--- src/rtl/fir_tap_feeder.sv ---
// Four-tap sample window and weight register bank feeding a downstream
// two-register multiply/add tree, with valid tracking that matches its latency.
module fir_tap_feeder #(
  parameter int W = 16
) (
  input  logic           clk,
  input  logic           rest,
  input  logic           in_valid,
  input  logic [W-1:0]   in_data,
  output logic           in_ready,
  input  logic           coef_we,
  input  logic [1:0]     coef_addr,
  input  logic [W-1:0]   coef_data,
  input  logic           flush,
  output logic [4*W-1:0] win_data,
  output logic [4*W-1:0] win_weights,
  output logic           win_valid,
  output logic           sum_valid,
  output logic [2:0]     fill_cnt
);

  typedef enum logic {S_FILL, S_RUN} state_t;

  state_t              r_state;
  logic [3:0][W-1:0]   r_taps;
  logic [3:0][W-1:0]   r_weights;
  logic [2:0]          r_fill_cnt;
  logic                r_win_valid;
  logic [1:0]          r_sum_pipe;

  logic                w_accept;
  logic                w_window_full;
  logic [2:0]          w_fill_next;

  // Weight writes and resets take the cycle, so no sample can be accepted in it.
  assign in_ready      = !rest && !flush && !coef_we;
  assign w_accept      = in_valid && in_ready;
  assign w_fill_next   = (r_fill_cnt == 3'd4) ? 3'd4 : r_fill_cnt + 3'd1;
  assign w_window_full = (r_state == S_RUN) || (r_fill_cnt == 3'd3);

  // NOTE: every register here uses non-blocking assignment so all state
  // updates see the pre-edge values, exactly like the flops they describe.
  always_ff @(posedge clk) begin
    if (rest) begin
      // NOTE: the weight bank is reset as well; downstream must never see
      // stale weights after reset, and it is only four words.
      r_state     <= S_FILL;
      r_taps      <= '0;
      r_weights   <= '0;
      r_fill_cnt  <= '0;
      r_win_valid <= 1'b0;
      r_sum_pipe  <= '0;
    end else if (flush) begin
      r_state     <= S_FILL;
      r_taps      <= '0;
      r_fill_cnt  <= '0;
      r_win_valid <= 1'b0;
      r_sum_pipe  <= '0;
    end else begin
      r_sum_pipe  <= {r_sum_pipe[0], r_win_valid};
      r_win_valid <= w_accept && w_window_full;
      if (coef_we) begin
        r_weights[coef_addr] <= coef_data;
      end else if (w_accept) begin
        r_taps     <= {r_taps[2:0], in_data};
        r_fill_cnt <= w_fill_next;
        if (w_fill_next == 3'd4) r_state <= S_RUN;
      end
    end
  end

  assign win_data    = r_taps;
  assign win_weights = r_weights;
  assign win_valid   = r_win_valid;
  assign sum_valid   = r_sum_pipe[1];
  assign fill_cnt    = r_fill_cnt;

endmodule

--- config.mk ---
export PLATFORM = sky130hd
export DESIGN_NAME = fir_tap_feeder
export DESIGN_NICKNAME = d
export VERILOG_FILES = /design/src/rtl/fir_tap_feeder.sv
export SDC_FILE = /design/constraint.sdc
export NUM_CORES = 1
export LEC_CHECK = 0
export CAP_MARGIN = 0
export CORE_UTILIZATION = 35
export CTS_CLUSTER_SIZE = 20
export DETAILED_ROUTE_END_ITERATION = 8
export SYNTH_ARGS = -nofsm -noshare
export SYNTH_HDL_FRONTEND = slang
export SYNTH_SLANG_ARGS = --single-unit
--- constraint.sdc ---
create_clock -name clk -period 1.9 [get_ports clk]
set_input_delay 0.38 -clock clk [delete_from_list [all_inputs] [get_ports clk]]
set_output_delay 0.38 -clock clk [all_outputs]
set_load 0.02 [all_outputs]
Yosys cells after proc, flatten, opt, wreduce, memory -nomap -nowiden. Cells that the tools add are included. W data, S select, Z words.

Add/sub/neg operators: 1. $lt $le $gt $ge: 2. Equal/unequal tests: 3. Mux-type cells: 4. Bitwise operators: 2. Reduce and logical (&&, ||, !) cells: 13.

Operator list (count): $bwmux W64 (1); $demux W16 S2 (1); $mux W16 (1); $eq A3 B3 Y1 const B (2); $logic_and A1 B1 Y1 (5); $reduce_and A2 Y1 (2); $add A3 B1 Y3 const B (1); $eq A3 B2 Y1 const B (1); $logic_not A1 Y1 (3); $lt A2 B3 Y1 const B (1); $mux W3 (1); $reduce_and A3 Y1 (1); $ge A2 B1 Y1 const B (1); $not A1 Y1 (2); $reduce_or A2 Y1 (1); $logic_or A1 B1 Y1 (1).

Bits in registers: 135. Bits of input ports: 39. Logic and storage cells: 37.

Logic depth before layout (Yosys ltp). Gate-level depths: netlist (run 1).

Depth in word-level cells: 5. Mapped depth: 7.

Least setup slack after synthesis (run 1). Ideal clock, no wire load.

Path kind: input -> register. From: in coef_we. To: reg r_taps, in the netlist win_data[34]. Setup time: 113 ps. Data arrival time: 1519 ps. Slack: 269 ps. Stages on the path: 7. Buffers on the path: 4. Cells stage by stage: buf_6 -> or4b_4 -> buf_6 -> buf_6 -> buf_6 -> nand3_2 -> nand2_1.

Cells in the longest elaborated chain, start to end: 4.

RTL lines: start: declaration (line 11) `input logic coef_we,`; $logic_not A1 Y1 (line 36) `assign in_ready = !rest && !flush && !coef_we;`; $logic_and A1 B1 Y1 (line 36); $logic_and A1 B1 Y1 (line 37) `assign w_accept = in_valid && in_ready;`; $reduce_and A2 Y1 (no source line) (*); end signal: assignment (line 65) `r_taps <= {r_taps[2:0], in_data};`; end: declaration (line 25) `logic [3:0][W-1:0] r_taps;`.

Every way passes the cells marked *; elsewhere a longest branch is shown, timed or not. A chain may end at the register's enable or synchronous reset.

Worst setup path in the final report (run 1).
From: reg r_fill_cnt[2], in the netlist fill_cnt[2]. To: out fill_cnt[2].

RTL lines: start: declaration (line 27) `logic [2:0] r_fill_cnt;`; start signal: assignment (line 66) `r_fill_cnt <= w_fill_next;`; end: declaration (line 19) `output logic [2:0] fill_cnt`.

No word-level cell between the ends.

==> out/qor.yml, run 1 <==
outcome:
  status: "completed"
synth:
  syn-num-nets: 639
  yosysTopAreaCellShare: 0.556
  seq_area_frac_synth: 0.556
  ys_types: 29
  synth_most_common_cell: "nand2_1"
  synth_edf_count: 0
  synth_cells: 597
  ys_warn_count: 0
  syn_area_per_cell_um2: 8.14
  ys_ff_latch: 135
  synth_area_leaders: "dfxtp_1 56%, nand2_1 20%, a21oi_1 6.7%"
  yosysTopAreaCell: "dfxtp_1"
  ys.flop_type: "dfxtp_1"
  synth_common_cells: "258 x nand2_1, 135 x dfxtp_1, 65 x a21oi_1, 57 x nand3_1, 19 x clkbuf_1"
  syn_area_mm2: 0.00486
  ys_async_sr_fraction: 0
global_routing:
  grt_max_degree: 69
  grt_pass1_vias: 4407
  grt_overflow_total: 0
  grt_pass1_wl_mm: 22.0
  antenna_found_initial: 0
  grt_usage: 0.198
critical_path:
  cp_cell_sequence: "clkdlybuf4s50_1"
  worstSetupStartpointType: "flip-flop"
  r2r_slack_ns: 0.60
  worst_ep_required_time_ns: 1.52
  r2r-start: "fill_cnt[0]"
  arrival_ns: 1.44
  worst-path-buf-inv: 1
  r2r_cells: 4
  crit_type: "flip-flop to primary output"
  max_stage_delay_ns: 0.65
  crit_path_top_delay_cell: "clkdlybuf4s50_1"
  rr_endpoint: "r_state"
  crit_fanout: 4
  setup.worst_path.end_class: "primary output"
  critPathTopFamily: "buffers and inverters"
power:
  p_per_area_mw_per_mm2: 909
  clkPwrFrac: 0.511
  netSwitchingPower_mw: 1.45
  total_power_mw: 6.82
  leakage_nw: 2.93
  sw_frac_of_total: 0.212
  p_comb_frac: 0.064
  seq_power_share: 0.424
  power.internal_mw: 5.37
  ir_worst_vdd_mv: 0.537
cts:
  clockRootBuffer: "clkbuf_16"
  cts_buffer_depth: 2
  postCtsSetupBuffers: 0
  clkTransAtPathRegs_ns: 0.06
  numCtsBuffers: 17
  clkLatencyLatePin_ns: 0.41
  htreeDepth: 4
  cts_tree: "built"
  clock-sinks: 135
hold_path:
  hold_path_depth: 4
  min_from: "rest"
  whs_endpoint: "fill_cnt[1]"
  worstHoldPathType: "input port to flip-flop"
sta:
  max_slew.worst_pin.slew_ns: 0.663
  fin_ws_ns: 0.0832
  finalCriticalPeriod_ns: 1.82
  setup_viol: 0
  drv_slew: 0
  fmax_mhz: 550
  period_share: 0.956
  tns_ns: 0
  rsz0062_at_grt: "false"
  whs_ns: 0.328
  hold_viol_final: 0
  fin_worst_skew_ns: 0.00466
  slew_headroom: 0.558
die:
  start_util: 0.363
  core_region_area_mm2: 0.0134
  pin_count: 173
  rows: 42
  die_width_um: 120
  fp.dieArea_mm2: 0.0144
  die_height_um: 120
place:
  post-place-ws_ns: -0.322
  hpwl_mm: 9.60
  placed_area_mm2: 0.00687
  place_inst: 926
  gp_congestion: 0.791
  portBuffers: 172
route:
  ant_nets: 0
  drc: 0
  drt_iter0_markers: 256
  avgRoutedWirePerCell_um: 14.4
  via_per_inst: 4.75
  drt_wl_total_mm: 13.8
  firstDrtPassIters: 4
  routed-via-count: 4553
cells_and_area:
  layout.nets: 811
  final_core_util: 0.560
  area_growth_pct: 54.5
  design_area_mm2: 0.00751
  multi_input_area_mm2: 0.00194
  antenna_cells: 0
  drive_gt1_frac: 0.101
  fin_cells: 958
  register_area_mm2: 0.00270
  nFillCells: 1232
flow_run:
  cap_viol_max_count: 0
cell type report:
type,count,area share
inverters,3,0.00150
multi-input cells,414,0.258
well taps,176,0.0293
clock buffers,21,0.0627
flip-flops and latches,135,0.360
clock inverters,11,0.0228
repair buffers,198,0.266
per-layer routing:
layer	vias up	wire [um]	global-route usage
met5	-	0	0
met4	0	144	0.0789
met3	13	1380	0.0856
met2	165	6500	0.320
met1	2100	5750	0.231
li1	2275	-	-
logic make-up after synthesis:
family / share of synthesized area
and+or+nand+nor: 0.308
DFF: 0.556
AOI/OAI and AO/OA: 0.0765
buffers and inverters: 0.0512
adders and majority gates: 0.00772
flip-flops by register name (all words and copies together) (netlist names):
| signal | flops |
|---|---|
| r_sum_pipe | 2 |
| win_weights | 64 |
| win_valid | 1 |
| r_state | 1 |
| win_data | 64 |
| fill_cnt | 3 |
power groups by stage:
stage | clock (mW) | combinational (mW) | sequential [mW]
after floorplan | 0 | 0.145 | 3.00
after global placement | 0 | 0.437 | 2.95
after detailed placement | 0 | 0.442 | 2.96
after CTS | 3.58 | 0.443 | 2.89
after global routing | 3.71 | 0.469 | 2.90
final | 3.49 | 0.438 | 2.89
how the worst max path moves through the flow:
stage	cells after the start	endpoint	slack, ns	start
CTS	4	in_ready	0.02	flush
global route	1	fill_cnt[2]	0.004	fill_cnt[2]
detailed placement	6	win_weights[13]	-0.32	flush
finish	1	fill_cnt[2]	0.08	fill_cnt[2]
floorplan	7	win_data[34]	0.27	coef_we
global placement	4	in_ready	-0.29	flush
placed cells by master (no fill, tap or decap), drive strengths merged, types with 4 or more instances in the layout:
cell type	instances
a21oi	65
buf	27
bufinv	4
clkbuf	22
clkdlybuf4s50	170
clkinv	5
dfxtp	135
nand2	258
nand3	65
nor2	4
what timing repair did:
item	in CTS	in global routing
gates resized for setup	2	1
setup endpoints to repair	1	1
hold buffers	0	0
Power figures use the tool's default switching activity.
==> run 2, diff against run 1 <==
--- a/config.mk
+++ b/config.mk
@@ -9,6 +9,7 @@
 export CORE_UTILIZATION = 35
 export CTS_CLUSTER_SIZE = 20
 export DETAILED_ROUTE_END_ITERATION = 8
+export PLACE_DENSITY_LB_ADDON = 0.1
 export SYNTH_ARGS = -nofsm -noshare
 export SYNTH_HDL_FRONTEND = slang
 export SYNTH_SLANG_ARGS = --single-unit
==> run 2 against run 1 <==
Register-to-register slack is essentially flat. Setup slack gained 0.011 ns. First-iteration DRC count shrank 8.6%. Non-clock buffer count shrank 1. Die area is the same. Routed wire length shrank 4.1%. Sequential share of layout area grew 0.34 points. Clock skew grew 0.00054 ns. Cell count shrank 0.10%. Sequential power is essentially flat. Power shrank 6.4%.
==> out/qor.yml, run 2 (synthesized netlist as in run 1, its figures left out) <==
hold_path:
  whs_endpoint: "fill_cnt[1]"  # unchanged
  hold_path_depth: 4  # unchanged
  worstHoldPathType: "input port to flip-flop"  # unchanged
  min_from: "rest"  # unchanged
critical_path:
  crit_path_top_delay_cell: "clkdlybuf4s50_1"  # unchanged
  r2r_cells: 4  # unchanged
  path_depth: 1  # unchanged
  rr_endpoint: "r_state"  # unchanged
  r2r-start: "fill_cnt[1]"  # was fill_cnt[0]
  max_stage_delay_ns: 0.66  # was 0.65 ns
  worst_ep_required_time_ns: 1.52  # about the same
  critPathTopFamily: "buffers and inverters"  # unchanged
  crit_fanout: 3  # was 4
  cp_cell_sequence: "clkdlybuf4s50_1"  # unchanged
  setup.worst_path.end_class: "primary output"  # unchanged
  r2r_slack_ns: 0.60  # about the same
  crit_type: "flip-flop to primary output"  # unchanged
  arrival_ns: 1.43  # was 1.44 ns
  worstSetupStartpointType: "flip-flop"  # unchanged
  worst-path-buf-inv: 1  # unchanged
global_routing:
  grt_max_degree: 65  # was 69
  grt_pass1_vias: 4294  # was 4407
  grt_pass1_wl_mm: 21.4  # was 22.0 mm
  grt_usage: 0.191  # was 0.198
  grt_overflow_total: 0  # unchanged
  antenna_found_initial: 0  # unchanged
die:
  start_util: 0.363  # unchanged
  core_region_area_mm2: 0.0134  # unchanged
  die_width_um: 120  # unchanged
  fp.dieArea_mm2: 0.0144  # unchanged
  rows: 42  # unchanged
  pin_count: 173  # unchanged
  die_height_um: 120  # unchanged
cts:
  clockRootBuffer: "clkbuf_16"  # unchanged
  clkTransAtPathRegs_ns: 0.05  # was 0.06 ns
  clkLatencyLatePin_ns: 0.41  # about the same
  hold_buffers: 0  # unchanged
  clock-sinks: 135  # unchanged
  htreeDepth: 4  # unchanged
  cts_buffer_depth: 2  # unchanged
  numCtsBuffers: 17  # unchanged
  postCtsSetupBuffers: 0  # unchanged
  cts_tree: "built"  # unchanged
cells_and_area:
  antenna_cells: 0  # unchanged
  drive_gt1_frac: 0.0960  # was 0.101
  fin_cells: 957  # was 958
  layout.nets: 810  # was 811
  final_common_cell: "nand2_1"  # unchanged
  design_area_mm2: 0.00744  # was 0.00751 mm2
  area_growth_pct: 53.0  # was 54.5%
  layout_common_cells: "258 x nand2_1, 170 x clkdlybuf4s50_1, 135 x dfxtp_1, 65 x a21oi_1, 57 x nand3_1"  # unchanged
outcome:
  status: "completed"  # unchanged
sta:
  period_share: 0.951  # was 0.956
  hold_viol_final: 0  # unchanged
  drv_slew: 0  # unchanged
  slew_headroom: 0.562  # was 0.558
  fin_worst_skew_ns: 0.00520  # was 0.00466 ns
  max_slew.worst_pin.slew_ns: 0.657  # was 0.663 ns
  fmax_mhz: 554  # was 550 MHz
  finalCriticalPeriod_ns: 1.81  # was 1.82 ns
  setup_viol: 0  # unchanged
  tns_ns: 0  # unchanged
  rsz0062_at_grt: "false"  # unchanged
route:
  drt_wl_total_mm: 13.2  # was 13.8 mm
  routed-via-count: 4483  # was 4553
  avgRoutedWirePerCell_um: 13.8  # was 14.4 um
  ant_nets: 0  # unchanged
  firstDrtPassIters: 4  # unchanged
  via_per_inst: 4.68  # was 4.75
  drc: 0  # unchanged
  drt_iter0_markers: 234  # was 256
power:
  p_per_area_mw_per_mm2: 858  # was 909 mW/mm2
  ir_worst_vdd_mv: 0.519  # was 0.537 mV
  leakage_nw: 2.89  # was 2.93 nW
place:
  portBuffers: 172  # unchanged
  placed_area_mm2: 0.00689  # was 0.00687 mm2
  gp_congestion: 0.761  # was 0.791
  place_inst: 925  # was 926
  hpwl_mm: 9.25  # was 9.60 mm
flow_run:
  cap_viol_max_count: 0  # unchanged
[run 2: cell types whose count changed in the layout (fill, tap and decap cells not counted)]
cell        previous run  this run
buf_12                 7         9
bufinv_16              4         1
clkinv_2               2         4
clkbuf_1               1         4
clkinvlp_4             2         3
buf_4                 19        16
clkinv_4               3         0
[run 2: per-layer routing]
metal | track usage | part of all wire | up-vias
met3 | 0.0689 | 0.076 | 17
met5 | 0 | 0 | -
met2 | 0.309 | 0.46 | 145
li1 | - | - | 2279
met1 | 0.228 | 0.44 | 2042
met4 | 0.0797 | 0.019 | 0
[run 2: power breakdown]
| part | switching [mW] | internal (mW) | leakage (nW) |
|---|---|---|---|
| clock network | 1.15 | 1.89 | 0.266 |
| logic | 0.236 | 0.206 | 1.53 |
| registers | 0.0228 | 2.87 | 1.09 |
[run 2: repair_timing]
action,4_1_cts,5_1_grt
cloned,0,0
pin swaps,0,0
endpoints found under the hold margin,0,0
setup endpoints to repair,1,1
gates resized for setup,2,1
[run 2: per-stage QoR]
| step | total power [mW] | setup WS [ns] | hold WS, ns | util |
|---|---|---|---|---|
| final | 6.38 | 0.0939 | 0.342 | 0.555 |
| after global routing | 6.63 | 0.0328 | 0.336 | 0.555 |
| after CTS | 6.47 | 0.00343 | 0.324 | 0.555 |
| after detailed placement | 3.40 | -0.299 | 0.417 | 0.514 |
| after global placement | 3.40 | -0.282 | 0.416 | 0.514 |
| after floorplan | 3.15 | 0.269 | 0.406 | - |
[run 2: how the worst max path moves through the flow]
stage / to / from / slack (ns)
after floorplan: win_data[34] / coef_we / 0.27
after global placement: in_ready / flush / -0.28
after detailed placement: in_ready / flush / -0.30
after CTS: in_ready / flush / 0.003
after global routing: fill_cnt[2] / fill_cnt[2] / 0.03
final: win_data[40] / win_data[40] / 0.09
[run 2: area by class of cell]
type                    instances  area (um2)
clock buffers                  24         482
clock inverters                 8        72.6
fillers                      1286        5960
inverters                       3        11.3
multi-input cells             414        1940
flip-flops and latches        135        2700
well taps                     176         220
repair buffers                197        2010
